`src/rtl/csd_decoder.sv`:
```
// CSD-to-binary decoder: reads N_DIGITS CSD digits from memory (one per address,
// digit k weighted 2^k) and accumulates their signed two's-complement value.
// Handshake: start (sampled in idle) -> busy -> single-cycle done with result/err.
// Optional build macro CSD_CHECK_EN: also flag two adjacent nonzero digits in err.
module csd_decoder #(
  parameter int unsigned N_DIGITS = 16,
  parameter int unsigned ADDR_W   = 4,
  parameter int unsigned DATA_W   = 8,
  parameter int unsigned OUT_W    = 18
) (
  input  logic                    clk,
  input  logic                    reset,
  input  logic                    start,
  output logic                    rd_en,
  output logic [ADDR_W-1:0]       rd_addr,
  input  logic [DATA_W-1:0]       rd_data,
  output logic                    busy,
  output logic                    done,
  output logic signed [OUT_W-1:0] result,
  output logic                    err
);

  localparam logic [ADDR_W-1:0] LastIdx = ADDR_W'(N_DIGITS - 1);

  typedef enum logic [1:0] {StIdle, StRun, StDrain, StDone} state_e;

  state_e                    state_q;
  logic                      rd_en_q;
  logic [ADDR_W-1:0]         rd_addr_q;
  logic                      busy_q;
  logic                      done_q;
  logic signed [OUT_W-1:0]   result_q;
  logic                      err_q;
  logic signed [OUT_W-1:0]   acc_q;
`ifdef CSD_CHECK_EN
  logic                      prev_nz_q;
`endif

  logic                      sample;
  logic [ADDR_W-1:0]         dig_idx;
  logic                      is_pos;
  logic                      is_neg;
  logic                      is_bad;
  logic signed [OUT_W-1:0]   weight;
  logic signed [OUT_W-1:0]   acc_d;
  logic                      err_d;

  // Decode the digit arriving this cycle and form the next accumulator / error.
  always_comb begin
    sample  = 1'b0;
    dig_idx = rd_addr_q;
    // rd_data lags the address by one cycle: RUN cycle k carries digit k-1,
    // DRAIN carries the last digit while rd_addr still holds its index.
    if (state_q == StRun && rd_addr_q != '0) begin
      sample  = 1'b1;
      dig_idx = rd_addr_q - ADDR_W'(1);
    end else if (state_q == StDrain) begin
      sample  = 1'b1;
    end
    is_pos = (rd_data == DATA_W'(1));
    is_neg = (rd_data == '1);
    is_bad = !(is_pos || is_neg || rd_data == '0);
    weight = OUT_W'(1) << dig_idx;
    acc_d  = acc_q;
    err_d  = err_q;
    if (sample) begin
      if (is_pos) begin
        acc_d = acc_q + weight;
      end else if (is_neg) begin
        acc_d = acc_q - weight;
      end
      if (is_bad) begin
        err_d = 1'b1;
      end
`ifdef CSD_CHECK_EN
      if (prev_nz_q && (is_pos || is_neg)) begin
        err_d = 1'b1;
      end
`endif
    end
  end

  // Control FSM with registered handshake, memory-port and result outputs.
  always_ff @(posedge clk) begin
    if (!reset) begin
      state_q   <= StIdle;
      rd_en_q   <= 1'b0;
      rd_addr_q <= '0;
      busy_q    <= 1'b0;
      done_q    <= 1'b0;
      result_q  <= '0;
      err_q     <= 1'b0;
      acc_q     <= '0;
`ifdef CSD_CHECK_EN
      prev_nz_q <= 1'b0;
`endif
    end else begin
      done_q <= 1'b0;
      unique case (state_q)
        StIdle: begin
          if (start) begin
            state_q   <= StRun;
            acc_q     <= '0;
            err_q     <= 1'b0;
            rd_en_q   <= 1'b1;
            rd_addr_q <= '0;
            busy_q    <= 1'b1;
`ifdef CSD_CHECK_EN
            prev_nz_q <= 1'b0;
`endif
          end
        end
        StRun: begin
          acc_q <= acc_d;
          err_q <= err_d;
`ifdef CSD_CHECK_EN
          if (sample) prev_nz_q <= is_pos || is_neg;
`endif
          if (rd_addr_q == LastIdx) begin
            state_q <= StDrain;
            rd_en_q <= 1'b0;
          end else begin
            rd_addr_q <= rd_addr_q + ADDR_W'(1);
          end
        end
        StDrain: begin
          acc_q    <= acc_d;
          err_q    <= err_d;
          result_q <= acc_d;
          done_q   <= 1'b1;
          state_q  <= StDone;
        end
        StDone: begin
          busy_q  <= 1'b0;
          state_q <= StIdle;
        end
        default: state_q <= StIdle;
      endcase
    end
  end

  assign rd_en   = rd_en_q;
  assign rd_addr = rd_addr_q;
  assign busy    = busy_q;
  assign done    = done_q;
  assign result  = result_q;
  assign err     = err_q;

endmodule

```
`config.mk`:
```
export PLATFORM = sky130hd
export DESIGN_NAME = csd_decoder
export DESIGN_NICKNAME = d
export VERILOG_FILES = /design/src/rtl/csd_decoder.sv
export SDC_FILE = /design/constraint.sdc
export NUM_CORES = 1
export LEC_CHECK = 0
export CAP_MARGIN = 20
export CORE_UTILIZATION = 50
export CTS_CLUSTER_SIZE = 25
export DETAILED_ROUTE_END_ITERATION = 6
export PLACE_DENSITY = 0.78
export SLEW_MARGIN = 0
export SYNTH_ARGS = -nofsm -noshare
export SYNTH_HDL_FRONTEND = slang
export SYNTH_SLANG_ARGS = --single-unit
```
`constraint.sdc`:
```
create_clock -name clk -period 7.6 [get_ports clk]
set_input_delay 2.28 -clock clk [delete_from_list [all_inputs] [get_ports clk]]
set_output_delay 2.28 -clock clk [all_outputs]
set_load 0.01 [all_outputs]
```
; ---- Yosys cells after proc, flatten, opt, wreduce, memory -nomap -nowiden
; Cells that the tools add are included.
[op_classes]
addsub = 4
n_eq_ne = 11
shifts = 1
n_mux = 22
reduce_logical = 16
[ops]
columns = cell, count
row1 = 2-to-1 mux 18 bit, 4
row2 = one-hot mux 18 bit (2 select lines), 1
row3 = adder 18 bit, 1
row4 = << shifter 1 x 4 -> 18 bit (first input constant), 1
row5 = subtractor 18 bit, 1
row6 = 2-to-1 mux 4 bit, 3
row7 = == test 8 x 1 -> 1 bit (second input constant), 1
row8 = == test 8 bit (second input constant), 1
row9 = logical NOT 8 bit, 1
row10 = one-hot mux 2 bit (4 select lines), 1
row11 = one-hot mux 4 bit (2 select lines), 1
row12 = 2-to-1 mux 1 bit, 7
row13 = != test 2 bit (second input constant), 3
row14 = one-hot mux 1 bit (2 select lines), 3
row15 = AND reduction 2 bit, 3
row16 = AND reduction 3 bit, 2
row17 = nonzero test 2 bit, 3
row18 = adder 4 x 1 -> 4 bit (second input constant), 1
row19 = == test 2 bit (second input constant), 2
row20 = == test 4 bit (second input constant), 1
row21 = 2-to-1 mux 2 bit, 2
row22 = != test 2 x 1 -> 1 bit (second input constant), 2
row23 = AND reduction 4 bit, 1
row24 = nonzero test 4 bit, 1
row25 = other kinds (6), 7
[word_totals]
regBits = 46
inputBits = 11
out_inout_bits = 26

; ---- Longest topological paths before layout
; Gate-level depths: netlist (run 1).
[depth]
ltp_word = 9
mapped_depth = 19
mapped_depth_nobuf = 18

; ---- Worst setup path after synthesis (run 1)
; Ideal clock, no wire load.
[synth_timing]
path_kind = register -> register
start = register rd_addr_q[0], in the netlist rd_addr[0]
end = register acc_q[14]
setup_time_ps = 71
arrival_time_ps = 4336
slack_ps = 3193
path_stages_with_launch = 20
period_less_slack_ps = 4407
path_cell_list = dfxtp_1 -> clkbuf_1 -> inv_1 -> ha_1 -> or3b_2 -> and2_1 -> and3_1 -> a31oi_1 -> or2_2 -> inv_1 -> fa_1 -> nor2b_2 -> o221ai_1 -> a221oi_2 -> a311oi_1 -> o31a_1 -> mux2_2 -> o22ai_1 -> o211ai_1 -> a21oi_1
[synth_via]
elab_chain_cells = 9
[synth_lines]
columns = element, line
row1 = from (decl), 29  ; logic [ADDR_W-1:0] rd_addr_q;
row2 = from (signal assigned), 123  ; rd_addr_q <= rd_addr_q + ADDR_W'(1);
row3 = branches (longest 7 deep; another with subtractor 18 bit), n/a
row4 = 2-to-1 mux 18 bit *, 66  ; if (sample) begin
row5 = one-hot mux 18 bit (2 select lines) *, 99  ; unique case (state_q)
row6 = to (signal assigned), 93  ; acc_q <= '0;
row7 = to (signal assigned), 103  ; acc_q <= '0;
row8 = to (signal assigned), 114  ; acc_q <= acc_d;
row9 = to (decl), 34  ; logic signed [OUT_W-1:0] acc_q;
; Every way passes the cells marked *.
; A chain may end at the register's enable or synchronous reset.

; ---- Final worst setup path (run 1)
; Same ends and word-level chain as after synthesis.

==> metrics, run 1 <==
status=finished, final reports clean; first-pass GRT wire length=18900 um; vias=4217; starting density of the core=0.521; CP Capture Type=register; vias in the first global route=3851; count of input and output buffers=36; Design Area, Final=4570 um2; hold path depth=2; Worst Tran Pin Value=1.05 ns; top post-synthesis cells by count=nor2_1 (59), a21oi_1 (52), dfxtp_1 (46); Final HPWL DP=8530 um; setup_tns=0 ns; Tmin final=5.09 ns; initial drt markers=339; RSZ-0062 raised after global routing=false; Critical Path Start Type=register; DRT antenna net count=0; setup repair bufs after CTS=0; # IOs=37; post-synthesis sequential area ratio=0.228; largest net degree at the start of global routing=30; R2R cell count=18; synthesized area per cell=7.49 um2; Placed Area=4450 um2; fmax=196 MHz; Max VDD drop=0.000245 V; syn nets=594; Nets=615; max-slew violations=0; Total GRT Usage=0.282; crit path DAT=5.32 ns; CP max FO=11; hold endpoint=result[8]; Root Driver=clkbuf_8; Async SR Flop Fraction=0; post-cts sizing count=0; post-synthesis cell area=4040 um2; CTS buffer count=5; Synth area leaders=dfxtp_1 (23%), ha_1 (13%), a21oi_1 (6.4%); Crit Path Class=register to register; vias per cell=6.35; drt pass-1 iters=6; Final Non-Filler Cells=664; Syn. warnings=0; Most used DFF post-synth=dfxtp_1; Yosys top cell area share=0.228; # DRC=0; diode count=0; initial antenna violation count=0; Worst-path clk slew=0.09 ns; Die Y=91.9 um; Reg2Reg Setup Slack=2.51 ns; RR Startpoint=rd_addr[0]; wire length per cell=17.6 um; final worst path period share=0.670; CTS Hold Buffers Added=0; Synth area leader=dfxtp_1; layout cell share with drive strength beyond 1=0.0676; final-report setup violation count=0; most frequent cell after synthesis=nor2_1; Hold Path Class=register to register; Clock Skews=0.0108 ns; worst-case clock buffer depth=2; GP Congestion=0.936; # Max-Cap Violations=0; Unique masters post-synth=71; FF+latch count, synth=46; CTS tree=built; CTS HTree Levels=2; P per Cell Area=277 nW/um2; row count=32; worst reg2reg endpoint=acc_q[14]; Area growth syn-to-layout=13.0%; dpl cells=655; core area=7770 um2; Die Area=8450 um2; clock insertion delay at the later pin of the skew report=0.31 ns; hold path start=result[8]; CP required=7.83 ns; worst relative slew slack=0.284; GRT overflow=0; EDFF count, synth=0; Leak Pwr=1.95 nW; DRT Wirelength=11700 um; Syn Inst Count=540; clk sinks=46; Die X=91.9 um; Final Hold Viols=0
cell type report:
cell class              instances  area, um2
clock buffers                   6       72.6
flip-flops and latches         46        921
fillers                       736       3200
multi-input cells             430       2880
inverters                      39        146
clock inverters                 2       37.5
repair buffers                 39        390
well taps                     102        128
critical path: stages (launching register included):
cell,delay (ns)
dfxtp_1,0.42
inv_1,0.17
ha_1,0.26
or3b_2,0.52
and2_1,0.24
and3_1,0.20
a31oi_1,0.32
or2_2,0.20
inv_1,0.09
fa_1,0.45
nor2b_2,0.18
o221ai_1,0.33
a221oi_2,0.12
a311oi_1,0.49
o31a_1,0.21
mux2_2,0.34
o22ai_1,0.18
o211ai_1,0.13
a21oi_1,0.17
sequential cells by signal, indices dropped and copies added, names as in the netlist:
register,cells
acc_q,18
result,18
rd_addr,4
state_q,2
busy,1
done,1
err,1
rd_en,1
metal layers:
layer	wire length [um]	vias to the layer above	track usage
met5	0	-	0
met4	384	0	0.118
met3	910	35	0.0473
met2	5310	209	0.457
met1	5110	1975	0.368
li1	-	1998	-
cell families (layout without fill, tap and decap cells):
kind of cell,count (synthesis),count (layout),synth area share
and+or+nand+nor,195,195,0.241
DFF,46,46,0.228
adders and majority gates,43,43,0.137
muxes,8,8,0.0201
AOI/OAI and AO/OA,172,172,0.287
xor gates and xnor gates,12,12,0.0260
buffers and inverters,64,86,0.0622
through the flow:
stage | util | power [mW] | hold WS [ns] | setup WS (ns)
finish | 0.588 | 1.27 | 0.469 | 2.51
detailed placement | 0.572 | 1.06 | 0.461 | 2.47
global placement | 0.572 | 1.05 | 0.453 | 2.53
CTS | 0.587 | 1.25 | 0.472 | 2.55
floorplan | - | 0.843 | 0.469 | 3.19
global route | 0.588 | 1.35 | 0.492 | 2.15
report_power, final:
part	total, mW	switching [mW]	internal [mW]
Combinational	0.777	0.480	0.297
Clock	0.186	0.0882	0.0982
Sequential	0.303	0.0292	0.274
cell usage in the layout, fill, tap and decap left out, types with 6 or more instances in the layout:
cell | Yosys | layout
nor3_1 | 17 | 17
a31oi_1 | 10 | 10
nand2_1 | 44 | 44
nand2b_1 | 12 | 12
mux2i_1 | 7 | 6
ha_1 | 41 | 41
dfxtp_1 | 46 | 46
o22ai_1 | 6 | 6
or2_2 | 13 | 13
a22oi_1 | 8 | 8
inv_1 | 39 | 39
xnor2_1 | 6 | 6
nor2_1 | 59 | 59
clkdlybuf4s50_1 | 0 | 36
nand3_1 | 12 | 12
xor2_1 | 6 | 6
o211ai_1 | 15 | 15
a21oi_1 | 52 | 52
o21ai_0 | 22 | 22
worst max path at each step:
| stage | slack, ns | start | endpoint |
|---|---|---|---|
| after floorplan | 3.19 | rd_addr[0] | acc_q[14] |
| after global placement | 2.53 | rd_data[5] | result[2] |
| after detailed placement | 2.47 | rd_data[5] | acc_q[2] |
| after CTS | 2.55 | rd_addr[0] | acc_q[14] |
| after global routing | 2.15 | rd_addr[0] | acc_q[14] |
| final | 2.51 | rd_addr[0] | acc_q[14] |
Note: power is estimated with default switching activity, not from simulation.
==> run 2: changes to the inputs <==
Clock period 7.6 ns to 4.9 ns, I/O delays scaled along.
==> run 2 against run 1 <==
Compared with the run above: worst hold slack improved by 0.012 ns; critical path depth decreased by 1; global-route usage increased by 0.14 points; clock skew decreased by 0.0014 ns; critical endpoint is now acc_q[17]; worst setup slack got worse by 2.3 ns; cell count increased by 1.2%; clock power increased by 28%; sequential power increased by 51%; core utilization increased by 0.74 points; count of clock-buffer cells in the layout unchanged; register-to-register slack got worse by 2.3 ns; combinational power increased by 62%.
==> metrics, run 2 (synthesis gave the netlist of run 1 again) <==
vias per cell=6.29 (was 6.35); row count=32 (unchanged); CP Buf/Inv Count=1 (was 2); GRT overflow=0 (unchanged); CTS tree=built (unchanged); CP max stage delay=0.55 ns (was 0.52 ns); GP Congestion=0.987 (was 0.936); final worst setup slack=0.239 ns (was 2.51 ns); dpl cells=662 (was 655); Critical Path Start Type=register (unchanged); Placed Area=4490 um2 (was 4450 um2); CP Capture Type=register (unchanged); Root Driver=clkbuf_8 (unchanged); layout cell share with drive strength beyond 1=0.0877 (was 0.0676); Crit. Startpoint=rd_addr[1] (was rd_addr[0]); crit path DAT=4.91 ns (was 5.32 ns); core area=7770 um2 (unchanged); wire length per cell=17.8 um (was 17.6 um); max-slew violations=0 (unchanged); commonest non-fill, non-tap cell in the layout=nor2_1 (unchanged); CP required=5.15 ns (was 7.83 ns); P per Cell Area=422 nW/um2 (was 277 nW/um2); clk sinks=46 (unchanged); count of input and output buffers=36 (unchanged); Final Hold Viols=0 (unchanged); final worst path period share=0.951 (was 0.670); # IOs=37 (unchanged); worst relative slew slack=0.428 (was 0.284); Die Area=8450 um2 (unchanged); Nets=624 (was 615); most frequent cells in the layout=nor2_1 (59), a21oi_1 (52), dfxtp_1 (46), nand2_1 (44) (was nor2_1 (59), a21oi_1 (52), dfxtp_1 (46), nand2_1 (44), ha_1 (41)); fmax=215 MHz (was 196 MHz); DRT Wirelength=11900 um (was 11700 um); RR Startpoint=rd_addr[1] (was rd_addr[0]); starting density of the core=0.521 (unchanged); critical path, cell by cell=inv_1 > ha_2 > or3b_2 > and2_1 > nor3_1 > a31oi_1 > or2_2 > ha_2 > nor4_4 > o2111a_1 > o21ai_1 > and4b_1 > o21ba_1 > a21oi_1 > a21oi_1 > or4_1 > a31oi_1 (was inv_1 > ha_1 > or3b_2 > and2_1 > and3_1 > a31oi_1 > or2_2 > inv_1 > fa_1 > nor2b_2 > o221ai_1 > a221oi_2 > a311oi_1 > o31a_1 > mux2_2 > o22ai_1 > o211ai_1 > a21oi_1); Worst-path clk slew=0.09 ns (about the same); first-pass GRT wire length=19200 um (was 18900 um); Total GRT Usage=0.283 (was 0.282); Worst Tran Pin Value=0.858 ns (was 1.05 ns); pre-CTS setup slack=0.0760 ns (was 2.47 ns); Die Y=91.9 um (unchanged); # Max-Cap Violations=0 (unchanged); CP endpoint=acc_q[17] (was acc_q[14]); CTS buffer count=5 (unchanged); Crit Path Class=register to register (unchanged); Reg2Reg Setup Slack=0.24 ns (was 2.51 ns); initial antenna violation count=0 (unchanged); Final HPWL DP=8730 um (was 8530 um); CTS HTree Levels=2 (unchanged); worst reg2reg endpoint=acc_q[17] (was acc_q[14]); # DRC=0 (unchanged); Area growth syn-to-layout=14.4% (was 13.0%); CP max FO=10 (was 11); Die X=91.9 um (unchanged); largest net degree at the start of global routing=24 (was 30); Worst path depth=17 (was 18); DRT antenna net count=0 (unchanged); Final Non-Filler Cells=672 (was 664); critical path's top delay family=simple AND/OR/NAND/NOR gates (was compound AO/OA/AOI/OAI gates); vias in the first global route=3950 (was 3851); clock insertion delay at the later pin of the skew report=0.31 ns (about the same); worst-case clock buffer depth=2 (unchanged); initial drt markers=344 (was 339); Hold Path Class=register to register (unchanged); Worst path slowest cell=or4_1 (was or3b_2); Leak Pwr=1.98 nW (was 1.95 nW); Clock Skews=0.00938 ns (was 0.0108 ns); Design Area, Final=4630 um2 (was 4570 um2); vias=4226 (was 4217); drt pass-1 iters=5 (was 6); Max VDD drop=0.000417 V (was 0.000245 V); diode count=0 (unchanged); Tmin final=4.66 ns (was 5.09 ns); status=finished, final reports clean (unchanged); R2R cell count=17 (was 18); CTS Hold Buffers Added=0 (unchanged); final-report setup violation count=0 (unchanged)
[run 2: worst reg2reg max path, stage by stage, from the launching register on]
cell and delay, ns:
dfxtp_1 0.37, inv_1 0.18, ha_2 0.26, or3b_2 0.49, and2_1 0.22, nor3_1 0.18
a31oi_1 0.12, or2_2 0.38, ha_2 0.36, nor4_4 0.35, o2111a_1 0.23, o21ai_1 0.08
and4b_1 0.23, o21ba_1 0.21, a21oi_1 0.14, a21oi_1 0.10, or4_1 0.55, a31oi_1 0.15
[run 2: layout make-up]
type	count	area, um2
fillers	733	3140
multi-input cells	430	2900
flip-flops and latches	46	921
repair buffers	48	458
inverters	39	146
well taps	102	128
clock buffers	6	72.6
clock inverters	1	7.51
[run 2: layer usage]
layer  track usage  part of all wire  up-vias
met5             0                 0        -
met4         0.102             0.026        0
met3        0.0390             0.059       27
met2         0.480              0.47      161
met1         0.365              0.45     2020
li1              -                 -     2018
[run 2: what timing repair did]
action | CTS | global route
setup buffers | 0 | 2
setup endpoints to repair | 0 | 6
resized for setup | 0 | 5
[run 2: worst min path at each step]
| stage | cells past startpoint | endpoint | slack [ns] | start |
|---|---|---|---|---|
| floorplan | 2 | acc_q[9] | 0.47 | acc_q[9] |
| global placement | 2 | result[1] | 0.46 | result[1] |
| detailed placement | 2 | result[8] | 0.46 | result[8] |
| CTS | 2 | result[8] | 0.49 | result[8] |
| global route | 2 | result[8] | 0.51 | result[8] |
| finish | 2 | result[1] | 0.48 | result[1] |
[run 2: through the flow]
step | setup TNS (ns) | util | power [mW] | hold WS [ns]
floorplan | 0 | - | 1.31 | 0.469
global placement | 0 | 0.579 | 1.64 | 0.456
detailed placement | 0 | 0.579 | 1.67 | 0.465
CTS | 0 | 0.589 | 1.91 | 0.485
global route | -0.0160 | 0.596 | 2.07 | 0.505
finish | 0 | 0.596 | 1.95 | 0.481
[run 2: where the power goes]
part	switching, mW	leakage (nW)	internal (mW)
combinational	0.768	1.57	0.489
sequential	0.0338	0.372	0.425
clock	0.141	0.0373	0.0983
==> run 3: changes to the inputs <==
Settings changed: ABC_CLOCK_PERIOD_IN_PS set to 4900, TNS_END_PERCENT set to 100.
==> results of run 3 <==
No change in the layout: final DEF, timing and power equal those of run 2.
